## src/rtl/uartrx.sv

```systemverilog
`default_nettype none
// ============================================================================
// Module      : uartrx
// Description : 8N1 UART receiver for the serial console path. The rx pin
//               goes through a 2-flop synchroniser; the FSM checks the start
//               bit at half a bit time, then takes the eight data bits (LSB
//               first) and the stop bit at mid-bit. Each good byte is shown
//               on d with a one-cycle valid strobe. A low stop bit gives a
//               one-cycle framing_err strobe instead, and the FSM then waits
//               for the line to return high before it will accept a new
//               start bit.
// Revision    : 1.0 - initial release
// ----------------------------------------------------------------------------
// Parameters:
//   CLKDIV       clocks per bit (>= 8); the bit-time counter is 16 bits wide
// Ports:
//   clk          system clock
//   rst          asynchronous reset, active low (0 = reset)
//   rx           serial line, asynchronous to clk, idles high
//   d[7:0]       last correctly received byte
//   valid        one-cycle strobe: d updated this cycle
//   framing_err  one-cycle strobe: stop bit sampled low, byte discarded
//   busy         high while a frame is in progress (Start, Data, Stop)
//   leds[1:0]    current state encoding, for debug
// Build options:
//   UARTRX_MAJORITY_EN  when defined, every sample point takes a 2-of-3
//                       majority over target-1, target and target+1. The
//                       state advances at target+1, so valid comes one clock
//                       later than in the default single-sample build.
// ============================================================================
module uartrx #(
    parameter int unsigned CLKDIV = 100000000 / 115200
) (
    input  logic       clk,
    input  logic       rst,
    input  logic       rx,
    output logic [7:0] d,
    output logic       valid,
    output logic       framing_err,
    output logic       busy,
    output logic [1:0] leds
);

    // Recover uses code 4 so that its low two bits show as 0 (Idle) on leds,
    // while it stays a separate state inside the FSM.
    typedef enum logic [2:0] {
        ST_IDLE    = 3'd0,
        ST_START   = 3'd1,
        ST_DATA    = 3'd2,
        ST_STOP    = 3'd3,
        ST_RECOVER = 3'd4
    } state_t;

`ifdef UARTRX_MAJORITY_EN
    // The vote is complete at target+1. After each advance the counter
    // restarts at 1, not 0, so the next sample point stays at mid-bit.
    localparam logic [15:0] START_DECIDE  = 16'(CLKDIV / 2);
    localparam logic [15:0] BIT_DECIDE    = 16'(CLKDIV);
    localparam logic [15:0] PHASE_RESTART = 16'd1;
`else
    localparam logic [15:0] START_DECIDE  = 16'(CLKDIV / 2 - 1);
    localparam logic [15:0] BIT_DECIDE    = 16'(CLKDIV - 1);
    localparam logic [15:0] PHASE_RESTART = 16'd0;
`endif

    // ------------------------------------------------------------------
    // State and datapath registers
    // ------------------------------------------------------------------
    logic [1:0]  sync_q,     sync_d;
    state_t      state_q,    state_d;
    logic [15:0] bitclock_q, bitclock_d;
    logic [2:0]  bitcount_q, bitcount_d;
    logic [7:0]  shift_q,    shift_d;
    logic [7:0]  d_q,        d_d;
    logic        valid_q,    valid_d;
    logic        ferr_q,     ferr_d;

    logic        rx_s;
    logic        bit_vote;
    logic        in_frame;

    // Two-flop synchroniser. The newest sample enters at bit 0.
    assign sync_d   = {sync_q[0], rx};
    assign rx_s     = sync_q[1];
    assign in_frame = (state_q == ST_START) || (state_q == ST_DATA) ||
                      (state_q == ST_STOP);

    // ------------------------------------------------------------------
    // Sample-point decision
    // ------------------------------------------------------------------
`ifdef UARTRX_MAJORITY_EN
    // Holds the two earlier samples (taken at target-1 and target). The
    // third vote is the live rx_s at target+1.
    logic [1:0]  early_q, early_d;
    logic [15:0] decide_pt;

    assign decide_pt = (state_q == ST_START) ? START_DECIDE : BIT_DECIDE;

    always_comb begin
        early_d = early_q;
        if (in_frame) begin
            if (bitclock_q == decide_pt - 16'd2) begin
                early_d[0] = rx_s;
            end
            if (bitclock_q == decide_pt - 16'd1) begin
                early_d[1] = rx_s;
            end
        end
    end

    always_ff @(posedge clk or negedge rst) begin
        if (!rst) begin
            early_q <= 2'b11;
        end else begin
            early_q <= early_d;
        end
    end

    assign bit_vote = (early_q[0] & early_q[1]) |
                      (early_q[0] & rx_s)       |
                      (early_q[1] & rx_s);
`else
    assign bit_vote = rx_s;
`endif

    // ------------------------------------------------------------------
    // Next-state and datapath logic
    // ------------------------------------------------------------------
    always_comb begin
        state_d    = state_q;
        bitclock_d = bitclock_q;
        bitcount_d = bitcount_q;
        shift_d    = shift_q;
        d_d        = d_q;
        valid_d    = 1'b0;
        ferr_d     = 1'b0;

        case (state_q)
            ST_IDLE: begin
                bitclock_d = '0;
                if (!rx_s) begin
                    state_d = ST_START;
                end
            end

            ST_START: begin
                if (bitclock_q == START_DECIDE) begin
                    if (!bit_vote) begin
                        state_d    = ST_DATA;
                        bitclock_d = PHASE_RESTART;
                        bitcount_d = '0;
                    end else begin
                        // The line went back high before mid start bit:
                        // treat it as a glitch and drop it without a strobe.
                        state_d    = ST_IDLE;
                        bitclock_d = '0;
                    end
                end else begin
                    bitclock_d = bitclock_q + 16'd1;
                end
            end

            ST_DATA: begin
                if (bitclock_q == BIT_DECIDE) begin
                    shift_d    = {bit_vote, shift_q[7:1]};
                    bitclock_d = PHASE_RESTART;
                    bitcount_d = bitcount_q + 3'd1;
                    if (bitcount_q == 3'd7) begin
                        state_d = ST_STOP;
                    end
                end else begin
                    bitclock_d = bitclock_q + 16'd1;
                end
            end

            ST_STOP: begin
                // The FSM leaves at mid stop bit. This lets a start bit that
                // follows the stop bit with no gap be accepted.
                if (bitclock_q == BIT_DECIDE) begin
                    bitclock_d = '0;
                    if (bit_vote) begin
                        d_d     = shift_q;
                        valid_d = 1'b1;
                        state_d = ST_IDLE;
                    end else begin
                        ferr_d  = 1'b1;
                        state_d = ST_RECOVER;
                    end
                end else begin
                    bitclock_d = bitclock_q + 16'd1;
                end
            end

            ST_RECOVER: begin
                // While the line is held low (a break), stay here. Only a
                // return to idle-high re-arms start detection, so a break
                // cannot produce repeated frames.
                bitclock_d = '0;
                if (rx_s) begin
                    state_d = ST_IDLE;
                end
            end

            default: begin
                state_d    = ST_IDLE;
                bitclock_d = '0;
            end
        endcase
    end

    // ------------------------------------------------------------------
    // Registers
    // ------------------------------------------------------------------
    always_ff @(posedge clk or negedge rst) begin
        if (!rst) begin
            sync_q     <= 2'b11;
            state_q    <= ST_IDLE;
            bitclock_q <= '0;
            bitcount_q <= '0;
            shift_q    <= '0;
            d_q        <= '0;
            valid_q    <= 1'b0;
            ferr_q     <= 1'b0;
        end else begin
            sync_q     <= sync_d;
            state_q    <= state_d;
            bitclock_q <= bitclock_d;
            bitcount_q <= bitcount_d;
            shift_q    <= shift_d;
            d_q        <= d_d;
            valid_q    <= valid_d;
            ferr_q     <= ferr_d;
        end
    end

    // ------------------------------------------------------------------
    // Outputs
    // ------------------------------------------------------------------
    assign d           = d_q;
    assign valid       = valid_q;
    assign framing_err = ferr_q;
    assign busy        = in_frame;
    assign leds        = state_q[1:0];

endmodule
`default_nettype wire
```

## config.mk

```make
export PLATFORM = sky130hd
export DESIGN_NAME = uartrx
export DESIGN_NICKNAME = d
export VERILOG_FILES = /design/src/rtl/uartrx.sv
export SDC_FILE = /design/constraint.sdc
export NUM_CORES = 1
export LEC_CHECK = 0
export CORE_MARGIN = 10
export CORE_UTILIZATION = 60
export DETAILED_ROUTE_END_ITERATION = 10
export PLACE_DENSITY = 0.85
export SYNTH_ARGS = -nofsm -noshare
export SYNTH_HDL_FRONTEND = slang
export SYNTH_SLANG_ARGS = --single-unit
export TNS_END_PERCENT = 20
```

## constraint.sdc

```tcl
create_clock -name clk -period 5.8 [get_ports clk]
set_input_delay 1.45 -clock clk [delete_from_list [all_inputs] [get_ports clk]]
set_output_delay 1.45 -clock clk [all_outputs]
set_load 0.1 [all_outputs]
```

# == Yosys cells after proc, flatten, opt, wreduce, memory -nomap -nowiden ==
# Index checks and enable logic that the tools add are counted.
# word_totals
register_bits,42
input_bits,3
out_inout_bits,13
elab_cells,55
# op_classes
addsub,2
n_eq_ne,14
n_mux,22
n_reduce_logical,9
# op_table
cell,n
2-to-1 mux 16 bit,2
one-hot mux 16 bit (2 select lines),1
2-to-1 mux 3 bit,10
"adder 16 x 1 -> 16 bit, second input constant",1
"== test 16 x 10 -> 1 bit, second input constant",1
"== test 16 x 9 -> 1 bit, second input constant",1
one-hot mux 3 bit (5 select lines),1
"!= test 2 x 1 -> 1 bit, second input constant",4
"== test 3 x 2 -> 1 bit, second input constant",2
"== test 3 bit, second input constant",2
2-to-1 mux 1 bit,6
"!= test 2 bit, second input constant",3
one-hot mux 3 bit (2 select lines),1
AND reduction 6 bit,1
AND reduction 4 bit,1
"adder 3 x 1 -> 3 bit, second input constant",1
"== test 3 x 1 -> 1 bit, second input constant",1
logical NOT 3 bit,1
AND reduction 3 bit,1
logical OR 1 bit,2
2-to-1 mux 2 bit,1
AND reduction 2 bit,1
nonzero test 2 bit,1
OR reduction 2 bit,1

# == Longest topological paths before layout ==
# Gate-level depths: netlist of the first run.
# depth
ltp_word,4
ltp_mapped,7
ltp_nobuf,6

# == Worst setup path after synthesis of the first run ==
# OpenSTA, ideal clock, no wires.
# synth_timing
path_kind,flip-flop to output port
start,reg state_q[1]
end,out busy
arrival_time_ps,1924
required_ps,4350
setup_slack_ps,2426
stages_incl_launch_ff,4
n_path_buf,1
path_cell_list,dfrtp_1 clkbuf_1 nor2_1 nor2_1
# synth_between
elab_chain_cells,3
word_cells_on_any_way,5
cone_classes,eq/ne (3); reduce/logical (2)
# synth_lines
element,line,rtl
"start, declared",70,"state_t state_q, state_d;"
"start signal, assigned",226,state_q <= state_d;
== test 3 x 1 -> 1 bit or == test 3 x 2 -> 1 bit (tied branches),85,assign in_frame = (state_q == ST_START) || (state_q == ST_DATA) ||
logical OR 1 bit,85,
logical OR 1 bit *,85,
"end, declared",40,"output logic busy,"
# Every way passes the cells marked *; elsewhere a longest branch is shown, timed or not.

# == Worst setup path in the final report of the first run ==
# Same ends and word-level chain as after synthesis.

==> results of run 1 <==
[state kept, by name, summed over array words and instances, names as in the netlist]
name and count:
shift_q 8, valid 1, bitclock_q 16, framing_err 1, sync_q 2, state_q 3, bitcount_q 3, d 8
[Yosys cell counts, types with 3 or more instances]
library cell,number
dfrtp_1,40
nor2_1,24
xnor2_1,12
mux2_2,9
inv_1,8
mux2_4,8
nand2_1,7
nand3_1,6
nand4_1,6
nor3_1,5
ha_1,4
a21oi_1,3
nor3b_1,3
nor4_1,3
[worst min path at each step]
| stage | end | depth (start not counted) |
|---|---|---|
| after floorplan | sync_q[1]$_DFF_PN1_ | 0 |
| after global placement | sync_q[1]$_DFF_PN1_ | 0 |
| after detailed placement | sync_q[1]$_DFF_PN1_ | 0 |
| after CTS | sync_q[1]$_DFF_PN1_ | 0 |
| after global routing | sync_q[1]$_DFF_PN1_ | 0 |
| final | sync_q[1]$_DFF_PN1_ | 0 |
[critical path, cell delays in order (launching register included)]
cell and delay (ns):
dfrtp_1 0.52, nor2_1 0.12, nor2_1 0.09, clkdlybuf4s50_1 1.13
[cell type report]
type	count	area, sq um	share of cell area [%]
Sequential cell	42	1054	48.14
Multi-Input combinational cell	108	812.0	37.11
Timing Repair Buffer	16	152.6	6.975
Clock buffer	7	55.05	2.516
Tap cell	44	55.05	2.516
Clock inverter	1	30.03	1.372
Inverter	8	30.03	1.372
[layer usage]
layer	global-route usage (%)	wire (um)	up-vias
met1	14.42	1555	586
met2	20.83	1690	36
li1	-	-	604
met4	5.019	53	0
met3	4.079	195	7
met5	0	0	-
[power groups by stage]
stage	clock [uW]	combinational (uW)	sequential [uW]
after floorplan	0	0.905	300
after CTS	198	7.78	295
after detailed placement	0	7.80	300
final	193	7.34	295
after global placement	0	7.58	300
after global routing	213	8.48	295
[logic make-up (layout without fill, tap and decap cells)]
logic type | after synthesis | in the layout | share of synthesized area, %
fa+ha+maj | 4 | 4 | 2.586
mux | 18 | 18 | 11.96
buf+inv | 14 | 32 | 3.620
compound gates | 12 | 12 | 4.719
flops | 42 | 42 | 54.43
xor+xnor | 13 | 13 | 5.882
simple gates | 61 | 61 | 16.81
[metrics by stage]
stage	std cells	power, uW	hold slack, ns
floorplan	164	301.0	0.3452
global placement	218	307.8	0.3467
detailed placement	218	308.2	0.3490
CTS	226	500.5	0.3656
global route	226	516.2	0.3765
finish	226	495.3	0.3661
==> metrics, run 1 <==
routed vias/inst=between 5 and 6; Max Cap Viol=0; post-layout util=a little under three quarters; drt drc=0; Peak VDD IR=175.5 uV; Avg Cell Area, Syn=around 12 sq um; die area=approximately 0.0059 sq mm; worst-skew pair later-pin latency=0.35 ns; Fillers=225; leading area contributor after synthesis=dfrtp_1; Vias=1233; worst hold path startpoint=sync_q[0]$_DFF_PN1_; post-synth cell types=35; PostCTS Resize Cnt=0; post-CTS setup buffer count=0; Post-Syn Area=0.001936 sq mm; dpl cell area=around 0.0021 sq mm; crit path capture=busy; top-area cell type share of the netlist area=51.71%; antenna-violating nets left=0; sequential power share=59.5%; pre-CTS setup slack=2.536 ns; leakage power=0.001019 uW; syn_nets=~170; dpl hpwl=2566 um; vias in the first global route=between 1k and 1.5k; clk root buf=clkbuf_4; Avg WL per Cell=15.46 um; Num CTS Buffers=5; pin count of the biggest net entering global routing=43; Worst-path clk slew=0.12 ns; Die X-Extent=76.80 um; Setup crit start kind=register; row cnt=20; ranking of synthesized cells by area=dfrtp_1 52%, mux2_4 6.2%, xnor2_1 5.4%; ANT cells=0; fraction of layout cells with a size suffix above 1=18.13%; worst r2r path cells=4; Arr. time, crit path=2.21 ns; internal power=398.2 uW; Clock power frac=39.0%; switching power total=97.11 uW; clk sinks=42; pwr dens=226.3 mW/mm^2; total gr overflow=0; Die H=76.80 um; Max Freq=273.1 MHz; commonest non-fill, non-tap cells in the layout=40 x dfrtp_1, 24 x nor2_1, 14 x clkdlybuf4s50_1; drt pass-1 iters=4; post-route setup slack=2.138 ns; layout net count=~190; combinational share of power=under 10%; initial antenna violation count=0; Worst R2R End=state_q[0]$_DFFE_PN0P_; Worst EP required=approximately 4.4 ns; post-route setup TNS=0 ns; first-pass GRT wire length=6099 um; Hold Crit Class=register to register; number of DRC markers in iteration 0=106; core area=~0.0031 sq mm; hold buffer count at CTS=0; CTS tree=built; Slew Limit Headroom=33.51%; Fin. Hold Viols=0; RR Startpoint=bitclock_q[12]$_DFF_PN0_; Seq cells post-synth=42; reg2reg setup slack=3.53 ns; synthesized instance count=between 150 and 200; CP Launch Point=state_q[1]$_DFFE_PN0P_; Area Overhead vs Synth=13.06%; max-slew violation count=0; # IOs=16; Crit. End Element=output port; Top FF cell, synth=dfrtp_1; clock skew=around 0.012 ns; Final Setup Violations=0; Clock H-tree levels=2; Port Buffers=15; Initial Util=between 60% and 70%; Seq/Total Area, Yosys=54.43%; Final Wtd Congestion=between 0.7 and 0.8; CP Class=register to output port; GRT Util Overall=approximately an eighth; DRT Wirelength=around 3500 um; sw frac=19.61%; Tcrit/Tclk final=a little over three fifths; warnings from Yosys=0; pin slew with the least headroom to its limit=approximately 1 ns; async set or reset register ratio after synthesis=100.0%; run status=finished clean; most common cell after layout, fill and taps aside=dfrtp_1; Post-synth EDFFs=0; Max Root-Sink Buffers=2; Final Critical Period=3.662 ns; Final Instance Area=0.002188 sq mm; peak fanout along the critical path=10; RSZ-0062 raised after global routing=no
(Power assumes the default switching activity.)
==> inputs of run 2 (changes only) <==
- CORE_UTILIZATION: 60 -> 51
- PLACE_DENSITY: 0.85 -> 0.77
- clock period: 5.8 -> 3.25 ns (I/O delays scaled with it)
==> metrics, run 2 (synthesized netlist as in run 1, its figures left out) <==
run status=finished clean (unchanged); # IOs=16 (unchanged); RSZ-0062 raised after global routing=no (unchanged); Area Overhead vs Synth=12.09% (was 13.06%); row cnt=22 (was 20); clk root buf=clkbuf_8 (was clkbuf_4); CTS tree=built (unchanged); post-route setup TNS=0 ns (unchanged); pin slew with the least headroom to its limit=0.9079 ns (was 0.9943 ns); fraction of layout cells with a size suffix above 1=25.82% (was 18.13%); drt drc=0 (unchanged); Setup crit start kind=register (unchanged); number of DRC markers in iteration 0=38 (was 106); peak fanout along the critical path=17 (was 10); core area=0.003661 sq mm (was 0.003078 sq mm); Initial Util=52.87% (was 62.89%); Clock H-tree levels=2 (unchanged); initial antenna violation count=0 (unchanged); PostCTS Resize Cnt=0 (unchanged); first-pass GRT wire length=5865 um (was 6099 um); Die X-Extent=81.61 um (was 76.80 um); most common cell after layout, fill and taps aside=dfrtp_1 (unchanged); total gr overflow=0 (unchanged); Final Instance Area=0.002170 sq mm (was 0.002188 sq mm); Final Wtd Congestion=0.8409 (was 0.7990); dpl cell area=0.002076 sq mm (was 0.002103 sq mm); Port Buffers=15 (unchanged); antenna-violating nets left=0 (unchanged); leakage power=0.001041 uW (was 0.001019 uW); Arr. time, crit path=2.47 ns (was 2.21 ns); hold slack=0.3589 ns (was 0.3661 ns); GRT Util Overall=11.16% (was 12.50%); Max Freq=between 400 and 500 MHz; area of the multi-input gates=812.0 sq um (unchanged); Fillers=295 (was 225); Fin. Hold Viols=0 (unchanged); Crit. End Element=register (was output port); post-CTS setup buffer count=0 (unchanged); vias in the first global route=1266 (was 1303); Die H=81.61 um (was 76.80 um); Hold Crit Class=register to register (unchanged); Max Cap Viol=0 (unchanged); die area=0.006659 sq mm (was 0.005897 sq mm); hold buffer count at CTS=0 (unchanged); pin count of the biggest net entering global routing=43 (unchanged); clock skew=0.009810 ns (was 0.01152 ns); Avg WL per Cell=15.15 um (was 15.46 um); Slew Limit Headroom=39.47% (was 33.51%); drt pass-1 iters=4 (unchanged); ANT cells=0 (unchanged); Most flops, register=bitclock_q (unchanged); Final Setup Violations=0 (unchanged); Worst EP required=3.47 ns (was 4.35 ns); Sequential Area=0.001054 sq mm (unchanged); Final Critical Period=2.244 ns; max-slew violation count=0 (unchanged); Num CTS Buffers=5 (unchanged); Worst-path clk slew=0.08 ns (was 0.12 ns); pwr dens=409.8 mW/mm^2 (was 226.3 mW/mm^2); routed vias/inst=5.404 (was 5.456); Peak VDD IR=295.4 uV (was 175.5 uV); clk sinks=42 (unchanged); Max Root-Sink Buffers=2 (unchanged); max reg flops=16 (unchanged); Tcrit/Tclk final=69.06%; dpl hpwl=2508 um (was 2566 um); DRT Wirelength=3484 um (was 3495 um); CP Class=register to register (was register to output port); commonest non-fill, non-tap cells in the layout=40 x dfrtp_1, 24 x nor2_1, 14 x buf_4 (was 40 x dfrtp_1, 24 x nor2_1, 14 x clkdlybuf4s50_1); worst-skew pair later-pin latency=0.30 ns (was 0.35 ns); Vias=1243 (was 1233); layout net count=188 (unchanged)
run 2: cell types whose count changed in the layout (fill, tap and decap cells not counted), sizes merged:
cell	previous run	this run
clkinv	0	1
buf	2	15
clkbuf	7	5
clkinvlp	0	1
clkdlybuf4s50	14	1
inv	8	9
bufinv	1	0
run 2: worst paths after layout:
path	startpoint	to	slack (ns)	cells past startpoint
min in group asynchronous	rst	state_q[2]$_DFFE_PN0P_	0.63	1
hold reg to reg	sync_q[0]$_DFF_PN1_	sync_q[1]$_DFF_PN1_	0.36	0
setup reg to reg	bitclock_q[12]$_DFF_PN0_	state_q[0]$_DFFE_PN0P_	1.01	4
hold / removal	sync_q[0]$_DFF_PN1_	sync_q[1]$_DFF_PN1_	0.36	0
max in group asynchronous	rst	bitclock_q[7]$_DFF_PN0_	2.04	1
setup / recovery	bitclock_q[12]$_DFF_PN0_	state_q[0]$_DFFE_PN0P_	1.01	4
run 2: layout make-up:
class                           instances  share of cell area (%)
Clock buffer                            5                   3.172
Clock inverter                          3                   1.153
Inverter                                8                   1.384
Multi-Input combinational cell        108                   37.43
Sequential cell                        42                   48.56
Tap cell                               48                   2.768
Timing Repair Buffer                   16                   5.536
run 2: critical path, stage by stage, from the launching register on:
cell,delay (ns)
dfrtp_1,0.43
nor4_2,0.45
nand4_1,0.26
a32oi_2,0.77
mux2i_1,0.26
run 2: through the flow:
stage | power, uW | setup WS, ns | instances | util [%]
2_1_floorplan | 537.3 | 0.5132 | 164 | -
3_3_place_gp | 549.3 | 1.113 | 222 | 56.70
3_5_place_dp | 549.9 | 1.030 | 222 | 56.70
4_1_cts | 900.6 | 1.016 | 230 | 59.26
5_1_grt | 924.2 | 0.7906 | 230 | 59.26
6_report | 889.2 | 1.006 | 230 | 59.26
run 2: layer usage:
| metal | wire [um] | vias up | share of wire, % | global-route usage (%) |
|---|---|---|---|---|
| li1 | - | 606 | - | - |
| met2 | 1666 | 28 | 48 | 17.85 |
| met1 | 1608 | 604 | 46 | 13.73 |
| met4 | 40 | 0 | 1.1 | 4.592 |
| met5 | 0 | - | 0 | 0 |
| met3 | 168 | 5 | 4.8 | 3.493 |
run 2: power by group:
| part | leakage, uW | total (uW) | switching [uW] | internal [uW] |
|---|---|---|---|---|
| sequential | 0.000565 | 526 | 1.38 | 524 |
| clock | 0.0000447 | 350 | 195 | 155 |
| combinational | 0.000431 | 13.1 | 10.8 | 2.25 |
==> variant: new RTL, settings of run 2 <==
Remove the register `valid_q`: a continuous assignment takes its place, so the output `valid` follows one clock earlier.
--- a/src/rtl/uartrx.sv
+++ b/src/rtl/uartrx.sv
@@ -219,7 +219,6 @@
             bitcount_q <= '0;
             shift_q    <= '0;
             d_q        <= '0;
-            valid_q    <= 1'b0;
             ferr_q     <= 1'b0;
         end else begin
             sync_q     <= sync_d;
@@ -228,10 +227,11 @@
             bitcount_q <= bitcount_d;
             shift_q    <= shift_d;
             d_q        <= d_d;
-            valid_q    <= valid_d;
             ferr_q     <= ferr_d;
         end
     end
+
+    assign valid_q = valid_d;
 
     // ------------------------------------------------------------------
     // Outputs
Function: same outputs for any inputs over 10 cycles, from zero or initial values and one cycle with rst low; that may be too few to reach the edited logic, so the function may still have changed.
==> variant against run 2 <==
Hold slack hardly changed; setup slack worse by 0.74 ns; area after synthesis is 1.3% lower; clock power is 40% higher; power is 14% higher; utilization is 1.4 points higher; sequential share of layout area is 1.9 points lower; design area is 1.6% higher; count of clock-buffer cells in the layout stayed put; sequential cell count is 1 lower; routed wire length is 4.9% higher; synthesized cell count is 0.61% lower; largest cell class unchanged; largest power group unchanged.
==> variant: results (changes against run 2) <==
- Outcome: completed
- CP max-delay cell: dfrtp_1
- Top cells by area, synth: dfrtp_1, mux2_4, xnor2_1
- Final Skew: 0.00700 ns (-0.00280 ns)
- Share of cells above drive strength 1: 26.5% (+0.70 points)
- Area of placed instances: 0.00207 mm2 (-0.48%)
- Xor/xnor share of the synthesized area: 5.96% (+0.077 points)
- Initial DRC count: 99 (+160%)
- Synth Area in Compound Gates: 4.78% (+0.062 points)
- Tot GR Track Use: 12.3% (+1.2 points)
- Critical Path Max Stage Delay: 0.42 ns (-0.35 ns)
- Crit path max fanout: 5 (-12)
- Hold crit path type: reg -> reg
- CP arrival: 2.17 ns (-0.30 ns)
- Leak: 1.05 nW (+1.2%)
- Hpwl dp: 2590 um (+3.1%)
- Mux share of post-synthesis cell area: 12.1% (+0.16 points)
- Largest net degree at the start of global routing: 42 (-2.3%)
- Adder-Cell Fraction of Synth Area: 2.62% (+0.034 points)
- Via density: 5.66 (+4.7%)
- List of most frequent post-synthesis cells: dfrtp_1, nor2_1, xnor2_1
- Seq/Total Area, Yosys: 53.8% (-0.60 points)
- Critical path's top delay family: simple AND/OR/NAND/NOR gates
- Worst Max-Slew Pin Slew: 0.893 ns (-0.0154 ns)
- Final #Nets: 187 (-0.53%)
- Final wirelength: 3650 um (+4.9%)
- First-pass GRT wire length: 6380 um (+8.7%)
- Max reg flops: 16 (unchanged)
==> variant: per-layer routing <==
| layer | part of all wire [%] | global-route usage (%) |
|---|---|---|
| met1 | 42 | 14.4 |
| met2 | 51 | 20.6 |
| met3 | 4.5 | 3.31 |
| met4 | 2.1 | 5.71 |
| met5 | 0 | 0 |
==> variant: per-stage QoR <==
step	utilization [%]	hold slack [ns]	setup slack, ns	instances
final	60.6	0.359	0.264	229
after global routing	60.6	0.368	0.124	229
after CTS	60.6	0.360	0.264	229
after detailed placement	56.9	0.348	0.593	221
after global placement	56.9	0.346	0.694	221
after floorplan	-	0.345	0.284	163
==> variant: final cells by class <==
| type | count | area [um2] |
|---|---|---|
| clock inverter | 3 | 68.8 |
| fill | 300 | 1430 |
| tap | 48 | 60.1 |
| clock buffer | 5 | 68.8 |
| multi-input combinational | 108 | 815 |
| timing repair buffer | 16 | 133 |
| sequential | 41 | 1030 |
| inverter | 8 | 30.0 |
==> variant: worst paths after layout <==
check / from / slack [ns] / end / depth (start not counted)
worst min-delay path: sync_q[0] / 0.36 / sync_q[1] / 0
worst max register to register: bitclock_q[0] / 1.03 / d[6] / 5
worst max-delay path: bitclock_q[0] / 0.26 / valid / 6
max in group asynchronous: rst / 2.06 / bitclock_q[7] / 1
min in group asynchronous: rst / 0.64 / shift_q[1] / 1
worst min register to register: sync_q[0] / 0.36 / sync_q[1] / 0
==> variant: where the power goes <==
group	switching [mW]	internal [mW]	total (mW)	leakage [nW]
clock	0.180	0.309	0.489	0.0687
combinational	0.0110	0.00227	0.0133	0.433
sequential	0.00131	0.512	0.513	0.551
==> variant: kinds of logic after synthesis <==
logic type,Yosys count
AOI/OAI and AO/OA,12
xor gates and xnor gates,13
DFF,41
adders and majority gates,4
buffers and inverters,14
and+or+nand+nor,61
muxes,18
